$ cat src/rtl/axis_uart_pkg.sv
// rtl/axis_uart_pkg.sv - shared encodings and defaults for the AXIS-to-UART write path
package axis_uart_pkg;

  // Default byte-stream width, matching the downstream FIFO.
  localparam int DEFAULT_WIDTH = 8;

  // Arbiter state encoding; the grant states double as the one-hot grant vector.
  localparam logic [1:0] IDLE = 2'b00;
  localparam logic [1:0] GNT0 = 2'b01;
  localparam logic [1:0] GNT1 = 2'b10;

  typedef enum logic [1:0] {
    S_IDLE = IDLE,
    S_GNT0 = GNT0,
    S_GNT1 = GNT1
  } arb_state_e;

endpackage

$ cat src/rtl/axis_pkt_counter.sv
// rtl/axis_pkt_counter.sv - wrapping completed-packet counter
module axis_pkt_counter #(
  parameter int CNT_W = 16
) (
  input  logic             clk,
  input  logic             rst,
  input  logic             inc_i,
  output logic [CNT_W-1:0] cnt_o
);

  logic [CNT_W-1:0] cnt_q;
  logic [CNT_W-1:0] cnt_d;

  // Advance by one per completed packet; natural wrap at 2^CNT_W.
  always_comb begin
    cnt_d = cnt_q;
    if (inc_i) begin
      cnt_d = cnt_q + CNT_W'(1);
    end
  end

  // Counter register, cleared by the shared reset.
  always_ff @(posedge clk or posedge rst) begin
    if (rst) begin
      cnt_q <= '0;
    end else begin
      cnt_q <= cnt_d;
    end
  end

  assign cnt_o = cnt_q;

endmodule

$ cat src/rtl/axis_fifo_wr_arb.sv
// rtl/axis_fifo_wr_arb.sv - packet-level round-robin arbiter onto the byte FIFO write port
module axis_fifo_wr_arb
  import axis_uart_pkg::*;
#(
  parameter int WIDTH = DEFAULT_WIDTH,
  parameter int CNT_W = 16
) (
  input  logic             clk,
  input  logic             rst,
  input  logic [WIDTH-1:0] s0_tdata,
  input  logic             s0_tvalid,
  input  logic             s0_tlast,
  output logic             s0_tready,
  input  logic [WIDTH-1:0] s1_tdata,
  input  logic             s1_tvalid,
  input  logic             s1_tlast,
  output logic             s1_tready,
  output logic [WIDTH-1:0] fifo_din,
  output logic             fifo_din_last,
  output logic             fifo_wr_en,
  input  logic             fifo_full,
  output logic [1:0]       grant,
  output logic             busy,
  output logic [CNT_W-1:0] pkt_cnt0,
  output logic [CNT_W-1:0] pkt_cnt1
);

  arb_state_e state_q;
  arb_state_e state_d;
  logic       rr_q;
  logic       rr_d;
  logic       done0;
  logic       done1;

  // Owner state and round-robin preference; reset returns to idle preferring source 0.
  always_ff @(posedge clk or posedge rst) begin
    if (rst) begin
      state_q <= S_IDLE;
      rr_q    <= 1'b0;
    end else begin
      state_q <= state_d;
      rr_q    <= rr_d;
    end
  end

  // Arbitration, combinational write path of the owner, and packet-boundary re-arbitration.
  always_comb begin
    state_d       = state_q;
    rr_d          = rr_q;
    s0_tready     = 1'b0;
    s1_tready     = 1'b0;
    fifo_wr_en    = 1'b0;
    fifo_din      = '0;
    fifo_din_last = 1'b0;
    done0         = 1'b0;
    done1         = 1'b0;

    case (state_q)
      S_IDLE: begin
        if (s0_tvalid && s1_tvalid) begin
          state_d = rr_q ? S_GNT1 : S_GNT0;
        end else if (s0_tvalid) begin
          state_d = S_GNT0;
        end else if (s1_tvalid) begin
          state_d = S_GNT1;
        end
      end

      S_GNT0: begin
        s0_tready     = !fifo_full;
        fifo_wr_en    = s0_tvalid && !fifo_full;
        fifo_din      = s0_tdata;
        fifo_din_last = s0_tlast;
        // Packet done: hand preference to source 1 and re-arbitrate without a bubble.
        if (fifo_wr_en && s0_tlast) begin
          done0 = 1'b1;
          rr_d  = 1'b1;
          if (s1_tvalid) begin
            state_d = S_GNT1;
          end else if (s0_tvalid) begin
            state_d = S_GNT0;
          end else begin
            state_d = S_IDLE;
          end
        end
      end

      S_GNT1: begin
        s1_tready     = !fifo_full;
        fifo_wr_en    = s1_tvalid && !fifo_full;
        fifo_din      = s1_tdata;
        fifo_din_last = s1_tlast;
        // Packet done: hand preference to source 0 and re-arbitrate without a bubble.
        if (fifo_wr_en && s1_tlast) begin
          done1 = 1'b1;
          rr_d  = 1'b0;
          if (s0_tvalid) begin
            state_d = S_GNT0;
          end else if (s1_tvalid) begin
            state_d = S_GNT1;
          end else begin
            state_d = S_IDLE;
          end
        end
      end

      default: begin
        state_d = S_IDLE;
      end
    endcase
  end

  assign grant = state_q;
  assign busy  = |grant;

  axis_pkt_counter #(
    .CNT_W(CNT_W)
  ) u_cnt0 (
    .clk  (clk),
    .rst  (rst),
    .inc_i(done0),
    .cnt_o(pkt_cnt0)
  );

  axis_pkt_counter #(
    .CNT_W(CNT_W)
  ) u_cnt1 (
    .clk  (clk),
    .rst  (rst),
    .inc_i(done1),
    .cnt_o(pkt_cnt1)
  );

endmodule

$ cat config.mk
export PLATFORM = sky130hd
export DESIGN_NAME = axis_fifo_wr_arb
export DESIGN_NICKNAME = d
export VERILOG_FILES = /design/src/rtl/axis_uart_pkg.sv /design/src/rtl/axis_pkt_counter.sv /design/src/rtl/axis_fifo_wr_arb.sv
export SDC_FILE = /design/constraint.sdc
export NUM_CORES = 1
export LEC_CHECK = 0
export CORE_MARGIN = 8
export CORE_UTILIZATION = 41
export CTS_BUF_LIST = sky130_fd_sc_hd__clkbuf_8
export DETAILED_ROUTE_END_ITERATION = 12
export PLACE_DENSITY = 0.75
export SETUP_SLACK_MARGIN = 0.3
export SLEW_MARGIN = 20
export SYNTH_ARGS = -nofsm -noshare
export SYNTH_HDL_FRONTEND = slang
export SYNTH_SLANG_ARGS = --single-unit
$ cat constraint.sdc
create_clock -name clk -period 2.25 [get_ports clk]
set_input_delay 0.5625 -clock clk [delete_from_list [all_inputs] [get_ports clk]]
set_output_delay 0.5625 -clock clk [all_outputs]
set_load 0.03 [all_outputs]
==> results of run 1 <==
-- final timing paths --
path	startpoint	endpoint	depth (start not counted)	slack [ns]
max	grant[0]	fifo_din[4]	6	0.16
min	u_cnt1.cnt_o[15]	u_cnt1.cnt_o[15]	1	0.47
max reg2reg	grant[1]	u_cnt0.cnt_o[13]	8	0.26
min reg2reg	u_cnt1.cnt_o[15]	u_cnt1.cnt_o[15]	1	0.47
max in group asynchronous	rst	grant[1]	3	1.25
min in group asynchronous	rst	u_cnt0.cnt_o[5]	3	0.68
-- Yosys cell counts (all sizes together) --
cell / number / area share (%)
xor2: 10 / 4.7
nor3: 3 / 0.81
nand4: 10 / 3.4
nor2: 10 / 2.2
nor2b: 12 / 4.1
a21oi: 5 / 1.4
and2: 2 / 0.68
and3: 3 / 1.0
buf: 1 / 0.27
o21ai: 5 / 1.4
and4b: 1 / 0.54
a211oi: 1 / 0.41
and4: 2 / 0.95
a21o: 1 / 0.41
or2: 1 / 0.34
mux2: 3 / 1.8
xnor2: 20 / 9.5
nor3b: 1 / 0.41
inv: 10 / 2.0
clkbuf: 2 / 0.41
nand4b: 1 / 1.3
ha: 6 / 4.1
nand2b: 1 / 0.34
nor4: 1 / 1.1
nand2: 14 / 2.8
nand3: 9 / 2.4
dfrtp: 35 / 47
a22oi: 10 / 4.1
-- kinds of logic after synthesis --
| family | after synthesis | synth area share [%] |
|---|---|---|
| xor gates and xnor gates | 30 | 14.19 |
| AOI/OAI and AO/OA | 22 | 7.567 |
| DFF | 35 | 47.30 |
| and+or+nand+nor | 71 | 22.37 |
| muxes | 3 | 1.824 |
| adders and majority gates | 6 | 4.054 |
| buffers and inverters | 13 | 2.703 |
-- per-layer routing --
| layer | routed length, um | track usage, % |
|---|---|---|
| met1 | 2097 | 16.18 |
| met2 | 2384 | 23.83 |
| met3 | 591 | 8.105 |
| met4 | 135 | 6.550 |
| met5 | 0 | 0 |
-- layout by cell type (no fill, tap or decap), types with 3 or more instances in the layout --
master and count:
sky130_fd_sc_hd__dfrtp_1 33, sky130_fd_sc_hd__dlygate4sd2_1 27, sky130_fd_sc_hd__clkdlybuf4s50_1 21, sky130_fd_sc_hd__xnor2_1 20
sky130_fd_sc_hd__buf_6 15, sky130_fd_sc_hd__buf_4 15, sky130_fd_sc_hd__nand2_1 14, sky130_fd_sc_hd__nand4_1 10
sky130_fd_sc_hd__xor2_1 10, sky130_fd_sc_hd__a22oi_2 10, sky130_fd_sc_hd__inv_1 9, sky130_fd_sc_hd__nand3_1 8
sky130_fd_sc_hd__nor2b_2 8, sky130_fd_sc_hd__dlymetal6s2s_1 8, sky130_fd_sc_hd__nor2_1 7, sky130_fd_sc_hd__a21oi_1 5
sky130_fd_sc_hd__clkbuf_8 5, sky130_fd_sc_hd__o21ai_0 4, sky130_fd_sc_hd__and3_1 3, sky130_fd_sc_hd__ha_4 3
sky130_fd_sc_hd__ha_1 3
-- registers in the layout (all words and copies together), names as in the netlist --
name	cells
rr_q	1
u_cnt1.cnt_o	16
grant	2
u_cnt0.cnt_o	16
-- final cells by class --
type / count / area [um^2] / share of cell area (%)
multi-input combinational: 132 / 1091 / 35.99
sequential: 35 / 878.3 / 28.97
timing repair buffer: 89 / 873.3 / 28.81
clock buffer: 5 / 68.82 / 2.270
tap: 52 / 65.06 / 2.146
inverter: 10 / 42.54 / 1.403
clock inverter: 3 / 12.51 / 0.4127
-- per-stage QoR --
stage	hold WS, ns	total power, mW	util (%)	setup slack (ns)	instance area, um^2
2_1_floorplan	0.4909	1.626	-	0.3307	1938
3_3_place_gp	0.4560	2.021	61.47	0.1092	2676
3_5_place_dp	0.4681	2.031	61.47	0.07116	2676
4_1_cts	0.4756	2.763	67.24	0.1648	2928
5_1_grt	0.4995	2.966	69.63	0.09355	3032
6_report	0.4664	2.803	69.63	0.1631	3032
-- worst max-delay path, cell delays in order, from the launching register on --
cell	delay, ns
sky130_fd_sc_hd__dfrtp_2	0.45
sky130_fd_sc_hd__inv_4	0.09
sky130_fd_sc_hd__ha_4	0.18
sky130_fd_sc_hd__buf_6	0.15
sky130_fd_sc_hd__a22oi_2	0.06
sky130_fd_sc_hd__nor2b_2	0.15
sky130_fd_sc_hd__buf_6	0.15
-- power breakdown --
part           leakage (nW)  switching, mW  internal, mW
clock network        0.0505          0.217         0.208
logic                  1.07          0.802         0.770
registers             0.465          0.101         0.706
-- repair_timing --
| action | in CTS | in global routing |
|---|---|---|
| pin swaps | 8 | 7 |
| gates resized for setup | 57 | 24 |
| setup buffers | 10 | 4 |
| setup endpoints to repair | 37 | 34 |
| hold endpoints to repair | 0 | 0 |
| gates cloned | 0 | 0 |
==> impl_results.rst, run 1 <==
.. list-table::
   :header-rows: 1

   * - Metric
     - Value
   * - Non-filler instance count after layout
     - 326
   * - Vias per Instance
     - 5.095
   * - Unrepaired setup endpoints after global routing
     - true
   * - Avg Cell Area, Syn
     - 10.29 um^2
   * - Clock input transition at the sequential cells of the worst setup and hold paths
     - 0.07 ns
   * - Number of DRC violations after detailed-routing iteration 0
     - 47
   * - Vias post-DR
     - 1,661
   * - Number of nets in the final layout
     - 302
   * - Netlist Area Pre-Place
     - 1852 um^2
   * - Number of placement rows
     - 24
   * - Worst-margin pin slew
     - 0.4323 ns
   * - Worst Skew
     - 0.004931 ns
   * - Highest ir drop seen on vdd
     - 0.7409 mV
   * - Number of antenna violations at the first check in global routing
     - 0
   * - Number of hold-slack violations in the final timing report
     - 0
   * - Distinct cell type count of the synthesized netlist
     - 31
   * - Hold-fix buffer count after cts
     - 0
   * - Sort of element at the start of the critical path
     - flop
   * - Static power due to leakage
     - 1.584 nW
   * - Number of buffers created by CTS
     - 5
   * - Final routed wirelength across all metal layers
     - 5.208 mm
   * - Count of buffers from port buffering
     - 69
   * - Antenna cell count
     - 0
   * - Clock Latency Late Sink
     - 0.29 ns
   * - Final-report max-slew violation count
     - 0
   * - Min cycle time layout
     - 2.087 ns
   * - Crit-path max FO
     - 6
   * - Syn_nets
     - 209
   * - DRC
     - 0
   * - Max clock buf depth
     - 2
   * - First-pass GRT wire length
     - 8.728 mm
   * - Total routing usage reported by global routing
     - 15.03%
   * - Run status
     - complete, no violations
   * - Critical Path End Type
     - primary output
   * - Critical path start-end classification
     - reg2out
   * - CTS H-tree lvls
     - 2
   * - Pin count of the biggest net entering global routing
     - 36
   * - WL per Instance
     - 15.98 um
   * - Class of the worst hold path
     - reg2reg
   * - Share of post-route cells with drive strength above 1
     - 28.47%
   * - Power density relative to cell area
     - 924.7 nW/um^2
   * - Endpoint arrival time on the critical path
     - 1.52 ns
   * - Relative slew margins
     - 71.18%
   * - Syn. warnings
     - 0
   * - Clock tree from TritonCTS
     - yes
   * - Synthesized instance count
     - 180
   * - Post-route clock period utilization
     - 92.75%
   * - Clock sinks
     - 35
   * - Routability Congestion
     - 0.7582
   * - FILL cells
     - 346
   * - Pre-Repair DR Iteration Count
     - 4
   * - Final setup TNS
     - 0 ns
   * - Number of global-route vias before repair
     - 1,789
   * - Root buf cell
     - sky130_fd_sc_hd__clkbuf_8
   * - Remaining Overflow, GRT
     - 0
   * - Data required time at the worst endpoint
     - 1.69 ns
   * - Area growth syn-to-layout
     - 63.72%
   * - Top-level port count
     - 70
   * - Area of the die
     - 6923 um^2
   * - Antenna violation net count after detailed routing
     - 0
   * - Yosys reg bits
     - 35
   * - Initial standard-cell utilization of the core
     - 42.53%
   * - Detailed-placement wirelength estimate
     - 3.589 mm
   * - Floorplan die height
     - 83.21 um
   * - Timing-limited maximum frequency
     - 479.2 MHz
   * - Max cap viols
     - 0
   * - Number of cells in the design after placement
     - 304
   * - X dimension of the die
     - 83.21 um
   * - Core Box Area
     - 4354 um^2
   * - Portion of the post-synthesis area used by sequential elements
     - 47.30%
   * - Final Setup Violations
     - 0
(Power assumes the default switching activity.)
==> run 2, diff against run 1 <==
- CTS_CLUSTER_DIAMETER: unset -> 150
==> results of run 2 <==
The final DEF is identical to that of run 1; final timing and power are the same.
==> run 3, diff against run 2 <==
- SLEW_MARGIN: 20 -> unset
==> results of run 3 <==
The final DEF is identical to that of run 1; final timing and power are the same.
